<file path="config.mk">
export PLATFORM = sky130hd
export DESIGN_NAME = pmod_enc_gen
export DESIGN_NICKNAME = d
export VERILOG_FILES = /design/src/rtl/pmod_enc_pkg.sv /design/src/rtl/enc_tick_div.sv /design/src/rtl/pmod_enc_gen.sv
export SDC_FILE = /design/constraint.sdc
export NUM_CORES = 1
export LEC_CHECK = 0
export CORE_MARGIN = 2
export CORE_UTILIZATION = 50
export CTS_BUF_LIST = sky130_fd_sc_hd__clkbuf_4
export DETAILED_ROUTE_END_ITERATION = 8
export GPL_ROUTABILITY_DRIVEN = 0
export PLACE_DENSITY = 0.75
export SLEW_MARGIN = 15
export SYNTH_ARGS = -nofsm -noshare
export SYNTH_HDL_FRONTEND = slang
export SYNTH_SLANG_ARGS = --single-unit
</file>
<file path="constraint.sdc">
create_clock -name clk -period 1.6 [get_ports clk]
set_input_delay 0.24 -clock clk [delete_from_list [all_inputs] [get_ports clk]]
set_output_delay 0.24 -clock clk [all_outputs]
set_load 0.1 [all_outputs]
</file>
<file path="src/rtl/pmod_enc_pkg.sv">
// Shared constants for the Pmod ENC generator: FSM encodings, enc_out bit map
// and the Gray phase to {B,A} lookup.
package pmod_enc_pkg;

  localparam logic [1:0] ST_IDLE   = 2'd0;
  localparam logic [1:0] ST_RUN    = 2'd1;
  localparam logic [1:0] ST_FINISH = 2'd2;

  localparam int ENC_A   = 0;
  localparam int ENC_B   = 1;
  localparam int ENC_BTN = 2;
  localparam int ENC_SWT = 3;

  // Phase k -> {B,A}; rest state is phase 0
  localparam logic [1:0] PH0_BA = 2'b00;
  localparam logic [1:0] PH1_BA = 2'b01;
  localparam logic [1:0] PH2_BA = 2'b11;
  localparam logic [1:0] PH3_BA = 2'b10;

  function automatic logic [1:0] phase_to_ba(input logic [1:0] ph);
    logic [1:0] ba;
    case (ph)
      2'd0:    ba = PH0_BA;
      2'd1:    ba = PH1_BA;
      2'd2:    ba = PH2_BA;
      default: ba = PH3_BA;
    endcase
    return ba;
  endfunction

endpackage

</file>
<file path="src/rtl/enc_tick_div.sv">
// Divide-by-STEP_DIV strobe: o_tick is high on the cycle the counter sits at
// STEP_DIV-1 while enabled. i_clr_n is a synchronous active-low clear.
module enc_tick_div #(
  parameter int STEP_DIV = 1000
) (
  input  logic i_clk,
  input  logic i_clr_n,
  input  logic i_en,
  output logic o_tick
);

  localparam logic [15:0] LAST = 16'(STEP_DIV - 1);

  logic [15:0] r_cnt;
  logic        w_last;

  assign w_last = (r_cnt == LAST);
  assign o_tick = i_en & w_last;

  always_ff @(posedge i_clk) begin
    if (!i_clr_n)
      r_cnt <= '0;
    else if (i_en)
      r_cnt <= w_last ? '0 : r_cnt + 16'd1;
  end

endmodule

</file>
<file path="src/rtl/pmod_enc_gen.sv">
// Quadrature rotary-encoder generator driving the Pmod ENC pin group.
// Define ENC_BOUNCE_EN to emit each A/B edge as a new/old/new contact-bounce burst.
module pmod_enc_gen
  import pmod_enc_pkg::*;
#(
  parameter int STEP_DIV   = 1000,
  parameter int CNT_WIDTH  = 8,
  parameter int BOUNCE_CYC = 4
) (
  input  logic                 clk,
  input  logic                 rst,
  input  logic                 cmd_valid,
  output logic                 cmd_ready,
  input  logic                 cmd_dir,
  input  logic [CNT_WIDTH-1:0] cmd_steps,
  input  logic                 btn_in,
  input  logic                 sw_in,
  output logic                 busy,
  output logic                 done,
  output logic [3:0]           enc_out
);

  localparam int RW = CNT_WIDTH + 2;

  if (STEP_DIV < 2 || STEP_DIV > 65535 || 3 * BOUNCE_CYC >= STEP_DIV) begin : g_param_chk
    $error("pmod_enc_gen: STEP_DIV or BOUNCE_CYC out of range");
  end

  logic [1:0]    r_state;
  logic          r_ready;
  logic          r_busy;
  logic          r_done;
  logic          r_dir;
  logic [RW-1:0] r_rem;
  logic [1:0]    r_phase;
  logic [1:0]    r_ab;
  logic          r_btn;
  logic          r_sw;

  logic          w_accept;
  logic          w_tick;
  logic          w_step;
  logic          w_div_clr_n;
  logic [1:0]    w_phase_nxt;

  // cmd_ready is only ever high in IDLE, so it alone qualifies the accept
  assign w_accept    = cmd_valid & r_ready;
  assign w_div_clr_n = rst & ~w_accept;
  assign w_step      = (r_state == ST_RUN) & w_tick;
  assign w_phase_nxt = r_dir ? r_phase + 2'd1 : r_phase - 2'd1;

  enc_tick_div #(
    .STEP_DIV (STEP_DIV)
  ) u_div (
    .i_clk   (clk),
    .i_clr_n (w_div_clr_n),
    .i_en    (r_state == ST_RUN),
    .o_tick  (w_tick)
  );

  always_ff @(posedge clk) begin
    if (!rst) begin
      r_state <= ST_IDLE;
      r_ready <= 1'b1;
      r_busy  <= 1'b0;
      r_done  <= 1'b0;
      r_dir   <= 1'b0;
      r_rem   <= '0;
      r_phase <= 2'd0;
    end else begin
      case (r_state)
        ST_IDLE: begin
          r_done <= 1'b0;
          if (w_accept) begin
            r_dir   <= cmd_dir;
            r_rem   <= {cmd_steps, 2'b00};
            r_ready <= 1'b0;
            r_busy  <= 1'b1;
            r_state <= (cmd_steps != '0) ? ST_RUN : ST_FINISH;
          end else begin
            r_ready <= 1'b1;
          end
        end
        ST_RUN: begin
          if (w_tick) begin
            r_phase <= w_phase_nxt;
            r_rem   <= r_rem - 1'b1;
            if (r_rem == RW'(1))
              r_state <= ST_FINISH;
          end
        end
        ST_FINISH: begin
          // ready is withheld for this done cycle and rises in the following IDLE cycle
          r_done  <= 1'b1;
          r_busy  <= 1'b0;
          r_state <= ST_IDLE;
        end
        default: r_state <= ST_IDLE;
      endcase
    end
  end

`ifdef ENC_BOUNCE_EN
  localparam logic [15:0] BNC_LAST = 16'(BOUNCE_CYC - 1);

  logic [1:0]  r_bnc_left;
  logic [15:0] r_bnc_cnt;
  logic [1:0]  r_bnc_mask;

  always_ff @(posedge clk) begin
    if (!rst) begin
      r_ab       <= 2'b00;
      r_bnc_left <= 2'd0;
      r_bnc_cnt  <= '0;
      r_bnc_mask <= 2'b00;
    end else if (w_step) begin
      r_ab       <= phase_to_ba(w_phase_nxt);
      r_bnc_mask <= phase_to_ba(w_phase_nxt) ^ phase_to_ba(r_phase);
      r_bnc_left <= 2'd2;
      r_bnc_cnt  <= '0;
    end else if (r_bnc_left != 2'd0) begin
      // Gray step: the mask holds only the moving line, so the other stays put
      if (r_bnc_cnt == BNC_LAST) begin
        r_ab       <= r_ab ^ r_bnc_mask;
        r_bnc_left <= r_bnc_left - 2'd1;
        r_bnc_cnt  <= '0;
      end else begin
        r_bnc_cnt  <= r_bnc_cnt + 16'd1;
      end
    end
  end
`else
  always_ff @(posedge clk) begin
    if (!rst)
      r_ab <= 2'b00;
    else if (w_step)
      r_ab <= phase_to_ba(w_phase_nxt);
  end
`endif

  always_ff @(posedge clk) begin
    if (!rst) begin
      r_btn <= 1'b0;
      r_sw  <= 1'b0;
    end else begin
      r_btn <= btn_in;
      r_sw  <= sw_in;
    end
  end

  assign cmd_ready = r_ready;
  assign busy      = r_busy;
  assign done      = r_done;

  always_comb begin
    enc_out          = 4'b0000;
    enc_out[ENC_A]   = r_ab[0];
    enc_out[ENC_B]   = r_ab[1];
    enc_out[ENC_BTN] = r_btn;
    enc_out[ENC_SWT] = r_sw;
  end

endmodule

</file>
======== Word-level counts from Yosys, hierarchy flattened ========
Cells that the tools add are included.
word-level totals
  flip-flop bits (word level) ............. 38
  input bits .............................. 14
  logic and storage cells ................. 54
operators by class
  $add $sub $neg .......................... 4
  equal/unequal tests ..................... 9
  mux-type cells .......................... 15
  bitwise gates (word level) .............. 5
  reduce and logical (&&, ||, !) cells .... 10
operators with widths
  kind                                                                     count
  10-bit two-way mux                                                       2
  10-bit one-hot mux with 2 select lines                                   1
  16-bit by 1-bit adder with 16-bit output, second input constant          1
  16-bit by 10-bit equality test with 1-bit output, second input constant  1
  16-bit two-way mux                                                       1
  10-bit by 1-bit equality test with 1-bit output, second input constant   1
  2-bit two-way mux                                                        5
  10-bit by 1-bit subtractor with 10-bit output, second input constant     1
  8-bit nonzero test                                                       1
  2-bit != test, second input constant                                     3
  2-bit one-hot mux with 3 select lines                                    1
  2-bit AND reduction                                                      3
  3-bit AND reduction                                                      2
  1-bit bitwise AND                                                        4
  2-bit by 1-bit equality test with 1-bit output, second input constant    2
  2-bit equality test, second input constant                               2
  2-bit zero test                                                          2
  1-bit one-hot mux with 2 select lines                                    2
  2-bit one-hot mux with 2 select lines                                    1
  2-bit nonzero test                                                       2
  2-bit by 1-bit adder with 2-bit output, second input constant            1
  1-bit two-way mux                                                        2
  2-bit by 1-bit subtractor with 2-bit output, second input constant       1
  1-bit inverter                                                           1

======== Logic depth before layout (Yosys ltp) ========
Gate-level depths: netlist of the first run.
  word-level depth ........................ 4
  mapped depth ............................ 8
  depth with buffers taken out ............ 7

======== Modules after synthesis ========
Synthesis of the first run repeated with hierarchy kept, for this count alone.
second synthesis, totals
  cell total of the unflattened synthesis .. 221
  area total of the unflattened synthesis .. 1888.1 µm²
by module, submodules not included
  module        times used  cells an instance  area each (µm²)  sequential area each (µm²)
  pmod_enc_gen  1           137                1138.6           440.4
  enc_tick_div  1           84                 749.5            320.3

======== Worst setup path after synthesis of the first run ========
No wires, ideal clock.
  path kind ............................... reg-to-reg
  start ................................... register r_ready (netlist: cmd_ready)
  end ..................................... register r_rem[1]
  setup time .............................. 0.076 ns
  arrival ................................. 2.103 ns
  data required time ...................... 1.524 ns
  slack ................................... -0.579 ns
  stages on the path, launching flop included .. 6
  path buffers ............................ 0
  clock period less this slack ............ 2.179 ns
  path through ............................ dfxtp_1 nand2_1 nor3_1 a21oi_2 or3_1 a21boi_0
between the ends
  longest elaborated chain between the ends .. 3
RTL lines
  what                                  RTL line            text
  start: declaration                    pmod_enc_gen.sv:30  logic r_ready;
  start signal: assignment              pmod_enc_gen.sv:64  r_ready <= 1'b1;
  start signal: assignment              pmod_enc_gen.sv:77  r_ready <= 1'b0;
  start signal: assignment              pmod_enc_gen.sv:81  r_ready <= 1'b1;
  1-bit bitwise AND                     pmod_enc_gen.sv:47  assign w_accept = cmd_valid & r_ready;
  2-bit != test (no source line)        n/a
  3-bit AND reduction (no source line)  n/a
  end signal: assignment                pmod_enc_gen.sv:76  r_rem <= {cmd_steps, 2'b00};
  end signal: assignment                pmod_enc_gen.sv:87  r_rem <= r_rem - 1'b1;
  end: declaration                      pmod_enc_gen.sv:34  logic [RW-1:0] r_rem;
Every way passes these cells.
A chain may end at the register's enable or synchronous reset.

======== Worst setup path in the final report of the first run ========
  start ................................... register r_rem[0]
  end ..................................... register r_rem[8]
between the ends
  longest elaborated chain between the ends .. 3
RTL lines
  what                                           RTL line            text
  10-bit by 1-bit subtractor with 10-bit output  pmod_enc_gen.sv:87
  10-bit two-way mux                             pmod_enc_gen.sv:85  if (w_tick) begin
  10-bit one-hot mux with 2 select lines         pmod_enc_gen.sv:71  case (r_state)
Every way passes these cells. The select of a mux whose other input is x is not followed.

==> impl_results.md, run 1 <==
- Status: finished with violations
- Failing checks: negative setup slack
- Placed wire-length estimate: 3120 um
- Antenna violations before repair: 0
- Final #Nets: 309
- Finish-stage setup viols: 5
- Top_reg_cell synth: dfxtp_1
- Die height: 65.5 um
- Routed wire per std cell: 13.5 um
- Vias per cell: 5.40
- Row cnt: 22
- Top post-synthesis cells by area: dfxtp_1 40%, nand2_1 5.6%, nor2_1 5.6%, xor2_1 5.1%, xnor2_1 3.7%
- CTS tree: done
- Mean area per synthesized cell: 8.44 um^2
- First-pass GRT wire length: 7460 um
- CTS H-tree lvls: 2
- CTS clk-pin slew, worst paths: 110 ps
- Starting Density: 0.516
- Register area share after synthesis: 0.402
- Max Buffers Root-to-Sink: 2
- Worst Skew: 9.55 ps
- Clock tree sinks: 38
- WP data arrival: 2020 ps
- Startpoint class of the critical path: flip-flop
- Leading area contributor after synthesis: dfxtp_1
- Critical path's largest stage delay: 420 ps
- Met1 GRT Util: 0.280
- Worst-path fanout max: 5
- Clk root buf: clkbuf_4
- Gr usage total: 0.226
- Post-layout util: 0.773
- Clk_lat worst skew: 360 ps
- VDD IR max: 1090 uV
- Layer with the highest usage: met2
- Slew @ Worst Pin: 320 ps
- CTS buffer count: 5
- Hold WS: 457 ps
- Hold Crit Class: in -> reg
- Setup crit end kind: flip-flop
- Worst setup margin: -125 ps
- Io pins: 21
- Initial DRC Count: 84
- Critical Path RT: 1900 ps
- GRT overflow: 0
- Max Slew Vio Count: 0
- Yosys warns: 0
- Crit path cell chain: inv_4 > ha_4 > or3b_4 > or4_4 > o21ai_2 > nand2_1 > o21ai_1
- Syn Inst Count: 224
- CTS Hold Bufs: 0
- Pwr per Cell Area: 1290 nW/um^2
- # Max-Cap Violations: 0
- First-pass DRT Iterations: 4
- Vias in the first global route: 1744
- Most frequent cell after synthesis: dfxtp_1
- Library cells used by synthesis: 45
- Syn Std Cell Area: 1890 um^2
- Top-area cell type share of the netlist area: 0.402
- Worst slew margin: 0.786
- CP max-delay cell: or4_4
- Area growth syn-to-layout: 49.6%
- CP Class: reg -> reg
- Drt drc: 0
- Global-route track usage on met2: 0.374
- Vias: 1843
- Core Area: 3660 um^2
- Tcrit/Tclk final: 1.08
- Yosys reg bits: 38
- Die Area: 4290 um^2
- GR Layer Usage met3: 0.0599
- Top cells by count, synth: 38 x dfxtp_1, 28 x nand2_1, 28 x nor2_1
- Largest net degree at the start of global routing: 17
- Highest Clock Rate: 580 MHz
- Share of cells above drive strength 1: 0.396
- Syn nets: 241
- Fill count: 222
- Leakage: 1.12 nW
- Final wirelength: 4610 um
- Final Hold Viols: 0
- Ant. Diodes: 0
- Post-route minimum period: 1720 ps
- TNS Setup: -550 ps
- Async SR Flop Fraction: 0
- Post-route ant nets: 0
- EDFF count, synth: 0
- RSZ-0062 raised after global routing: true
- # port buffers: 20
- Die W: 65.5 um
==> power by group <==
group / switching [mW] / total (mW) / internal (mW)
Sequential: 0.121 / 1.19 / 1.07
Combinational: 0.976 / 1.98 / 1.00
Clock: 0.330 / 0.493 / 0.163
==> cell families after synthesis <==
family                   share of synthesized area
AND/OR/NAND/NOR                              0.295
buffers and inverters                       0.0437
XOR/XNOR                                    0.0880
AO/OA/AOI/OAI                                0.146
multiplexers                               0.00529
adder cells (fa/ha/maj)                     0.0199
flip-flops                                   0.402
==> critical path: cells and delay by family (launching register included) <==
| family | cells | cell delay (ps) |
|---|---|---|
| fa+ha+maj | 1 | 130 |
| flops | 1 | 380 |
| compound gates | 2 | 240 |
| simple gates | 3 | 870 |
| buf+inv | 1 | 60 |
==> timing repair <==
action	CTS	global route
setup buffers	2	4
gates resized for setup	17	36
endpoints found under the setup margin	15	24
pin swaps	2	14
==> routing by layer <==
| metal | share of wire | wire length, um |
|---|---|---|
| met5 | 0 | 0 |
| met4 | 0.021 | 99 |
| met3 | 0.050 | 231 |
| met2 | 0.50 | 2300 |
| met1 | 0.43 | 1980 |
==> through the flow <==
stage / power [mW] / setup slack (ps) / cells / cell area, um^2
finish: 3.66 / -125 / 341 / 2830
detailed placement: 2.84 / -152 / 327 / 2540
floorplan: 2.20 / -22.3 / 224 / 1920
CTS: 3.37 / -131 / 337 / 2670
global placement: 2.81 / -50.5 / 327 / 2540
global route: 3.86 / -217 / 341 / 2830
==> registers in the layout, indices dropped and copies added (netlist names) <==
signal	cells
r_ab	2
cmd_ready	1
r_phase	2
r_sw	1
r_btn	1
busy	1
r_dir	1
r_state	2
done	1
r_rem	10
u_div.r_cnt	16
==> cells in the final DEF, fill, tap and decap left out, types with 3 or more instances in the layout <==
| master | n |
|---|---|
| buf_4 | 48 |
| nand2_1 | 28 |
| dfxtp_1 | 28 |
| nor2_1 | 25 |
| clkdlybuf4s50_1 | 13 |
| xor2_1 | 11 |
| xnor2_1 | 8 |
| a21oi_1 | 8 |
| buf_12 | 8 |
| dfxtp_2 | 8 |
| o21ai_0 | 5 |
| clkbuf_4 | 5 |
| nand3_2 | 4 |
| nor4_4 | 4 |
| and2_1 | 4 |
| o21ai_1 | 4 |
| buf_6 | 4 |
| nor3_2 | 3 |
| nor2b_1 | 3 |
| nand3_1 | 3 |
| nand4_1 | 3 |
| o211ai_1 | 3 |
| or3_1 | 3 |
==> worst paths after layout <==
kind,startpoint,end,slack [ps],cells past startpoint
worst max-delay path,r_rem[0]$_SDFFE_PN0P_,r_rem[8]$_SDFFE_PN0P_,-120,7
worst min-delay path,sw_in,r_sw$_SDFF_PN0_,460,2
worst max register to register,r_rem[0]$_SDFFE_PN0P_,r_rem[8]$_SDFFE_PN0P_,-120,7
worst min register to register,r_rem[6]$_SDFFE_PN0P_,r_rem[6]$_SDFFE_PN0P_,510,2
==> final cells by class <==
cell class / count / area, um^2 / area share
Sequential cell: 38 / 778 / 0.275
Clock buffer: 5 / 37.5 / 0.0133
Clock inverter: 3 / 16.3 / 0.00575
Tap cell: 48 / 60.1 / 0.0212
Timing Repair Buffer: 73 / 696 / 0.246
Inverter: 3 / 13.8 / 0.00487
Multi-Input combinational cell: 171 / 1230 / 0.434
Note: power is estimated with default switching activity, not from simulation.
==> run 2: changes to the inputs <==
- SKIP_LAST_GASP: not set -> 1
==> run 2 against run 1 <==
  * The flow still finishes with violations (negative setup slack)
  * Combinational power decreased by 4%
  * Routed wire length decreased by 0.56%
  * Critical path type unchanged
  * Worst setup slack got worse by 5.0 ps
  * Flip-flop and latch count unchanged
  * First-iteration DRC count decreased by 29%
  * Count of clock-buffer cells in the layout unchanged
==> impl_results.md, run 2 (synthesis results as in run 1) <==
- Status: finished with violations
- WP data arrival: 2030 ps (about the same)
- First-pass DRT Iterations: 4 (unchanged)
- Die W: 65.5 um (unchanged)
- Starting Density: 0.516 (unchanged)
- Number of flip-flops in the largest register: 16 (unchanged)
- Dpl cell area: 2540 um^2 (unchanged)
- Hold Crit Class: in -> reg
- Worst Skew: 7.75 ps (-1.80 ps)
- Vias: 1844 (+0.054%)
- Final instance area: 2790 um^2 (-1.4%)
- Commonest non-fill, non-tap cell in the layout: buf_4
- # Max-Cap Violations: 0 (unchanged)
- Biggest registers after layout: u_div.r_cnt x16, r_rem x10
- Post-route ant nets: 0 (unchanged)
- Row cnt: 22 (unchanged)
- Most flops, register: u_div.r_cnt
- Placed wire-length estimate: 3120 um (unchanged)
- Ant. Diodes: 0 (unchanged)
- Hold Path Sink: r_sw$_SDFF_PN0_
- Hold Startpoint: sw_in
- First-pass GRT wire length: 7290 um (-2.2%)
- Final Hold Viols: 0 (unchanged)
- Highest Clock Rate: 578 MHz (-0.29%)
- Failing checks: negative setup slack
- TNS Setup: -517 ps (+32.6 ps)
- Most frequent cells in the layout: 48 x buf_4, 29 x dfxtp_1, 28 x nand2_1
- CTS buffer count: 5 (unchanged)
- Initial DRC Count: 60 (-29%)
- Worst setup margin: -130 ps (-5.04 ps)
- Max Buffers Root-to-Sink: 2 (unchanged)
- Hold Path Depth: 2 (unchanged)
- Dpl ws: -152 ps (unchanged)
- Final wirelength: 4580 um (-0.56%)
- Io pins: 21 (unchanged)
- Reg2reg setup slack: -130 ps (about the same)
- Slew @ Worst Pin: 304 ps (-15.7 ps)
- Worst r2r src: r_rem[0]$_SDFFE_PN0P_
- Drt drc: 0 (unchanged)
- RSZ-0062 raised after global routing: true
- Leakage: 1.10 nW (-1.8%)
- CTS H-tree lvls: 2 (unchanged)
- Worst-path fanout max: 5 (unchanged)
- Critical Path RT: 1900 ps (about the same)
- CP Class: reg -> reg
- Vias per cell: 5.42 (+0.35%)
- Worst slew margin: 0.795 (+0.00906)
- Startpoint class of the critical path: flip-flop
- Setup crit end kind: flip-flop
- GRT overflow: 0 (unchanged)
- Final #Nets: 308 (-0.32%)
- Hold WS: 459 ps (+2.59 ps)
- VDD IR max: 1210 uV (+10%)
- # port buffers: 20 (unchanged)
- Die Area: 4290 um^2 (unchanged)
- Die height: 65.5 um (unchanged)
- Worst Reg2Reg Path Length in Cells: 7 (unchanged)
- Pwr per Cell Area: 1280 nW/um^2 (-0.80%)
- Core Area: 3660 um^2 (unchanged)
- Largest net degree at the start of global routing: 17 (unchanged)
- Finish-stage setup viols: 6 (+1)
- Area growth syn-to-layout: 47.5%
- Tcrit/Tclk final: 1.08 (+0.00315)
- Routed wire per std cell: 13.5 um (-0.27%)
- Max Slew Vio Count: 0 (unchanged)
- FF-to-FF End: r_rem[8]$_SDFFE_PN0P_
- CTS clk-pin slew, worst paths: 110 ps (about the same)
- Post-route minimum period: 1730 ps (+5.04 ps)
- Gr usage total: 0.221 (-0.00545)
- Antenna violations before repair: 0 (unchanged)
- CTS tree: done
- Vias in the first global route: 1718 (-1.5%)
- Clock tree sinks: 38 (unchanged)
- Clk_lat worst skew: 360 ps (about the same)
- Share of cells above drive strength 1: 0.377 (-0.0192)
- Clk root buf: clkbuf_4
==> run 2: routing by layer <==
metal | global-route usage | routed length, um | vias up
met5 | 0 | 0 | -
met4 | 0.0833 | 114 | 0
met3 | 0.0582 | 216 | 16
met2 | 0.362 | 2280 | 42
met1 | 0.278 | 1980 | 872
li1 | - | - | 914
==> run 2: critical path: stages (launching register included) <==
cell	delay, ps
dfxtp_4	380
inv_4	60
ha_4	130
or3b_4	370
or4_1	420
o21ai_2	130
nand2_1	70
o21ai_1	100
==> run 2: per-stage QoR <==
stage | utilization | power, mW | instances
3_5_place_dp | 0.694 | 2.84 | 327
3_3_place_gp | 0.694 | 2.81 | 327
6_report | 0.762 | 3.58 | 340
5_1_grt | 0.762 | 3.78 | 340
4_1_cts | 0.727 | 3.36 | 337
2_1_floorplan | - | 2.20 | 224
==> run 2: cell type report <==
cell class,instances,area [um^2]
repair buffers,72,684
fillers,233,872
flip-flops and latches,38,777
clock inverters,3,16.3
inverters,3,13.8
clock buffers,5,37.5
well taps,48,60.1
multi-input cells,171,1200
==> run 2: how the worst max path moves through the flow <==
stage,startpoint,endpoint,slack [ps],cells after the start
global route,r_rem[0]$_SDFFE_PN0P_,r_rem[8]$_SDFFE_PN0P_,-220,7
floorplan,r_rem[0]$_SDFFE_PN0P_,r_rem[8]$_SDFFE_PN0P_,-20,7
detailed placement,u_div.r_cnt[3]$_SDFFE_PN0P_,r_rem[8]$_SDFFE_PN0P_,-150,7
CTS,r_rem[0]$_SDFFE_PN0P_,r_rem[8]$_SDFFE_PN0P_,-130,7
finish,r_rem[0]$_SDFFE_PN0P_,r_rem[8]$_SDFFE_PN0P_,-130,7
global placement,r_rem[0]$_SDFFE_PN0P_,r_rem[9]$_SDFFE_PN0P_,-50,5
==> run 2: timing repair <==
action	CTS	global route
endpoints found under the setup margin	15	22
hold buffers	0	0
setup buffers	2	3
pin swaps	2	11
cloned	0	0
resized for setup	14	30
==> run 2: report_power, final <==
group	switching (mW)	leakage (nW)	total, mW	internal, mW
Clock	0.328	0.0286	0.491	0.163
Sequential	0.119	0.313	1.19	1.07
Combinational	0.956	0.759	1.90	0.946
Total	1.40	1.10	3.58	2.18
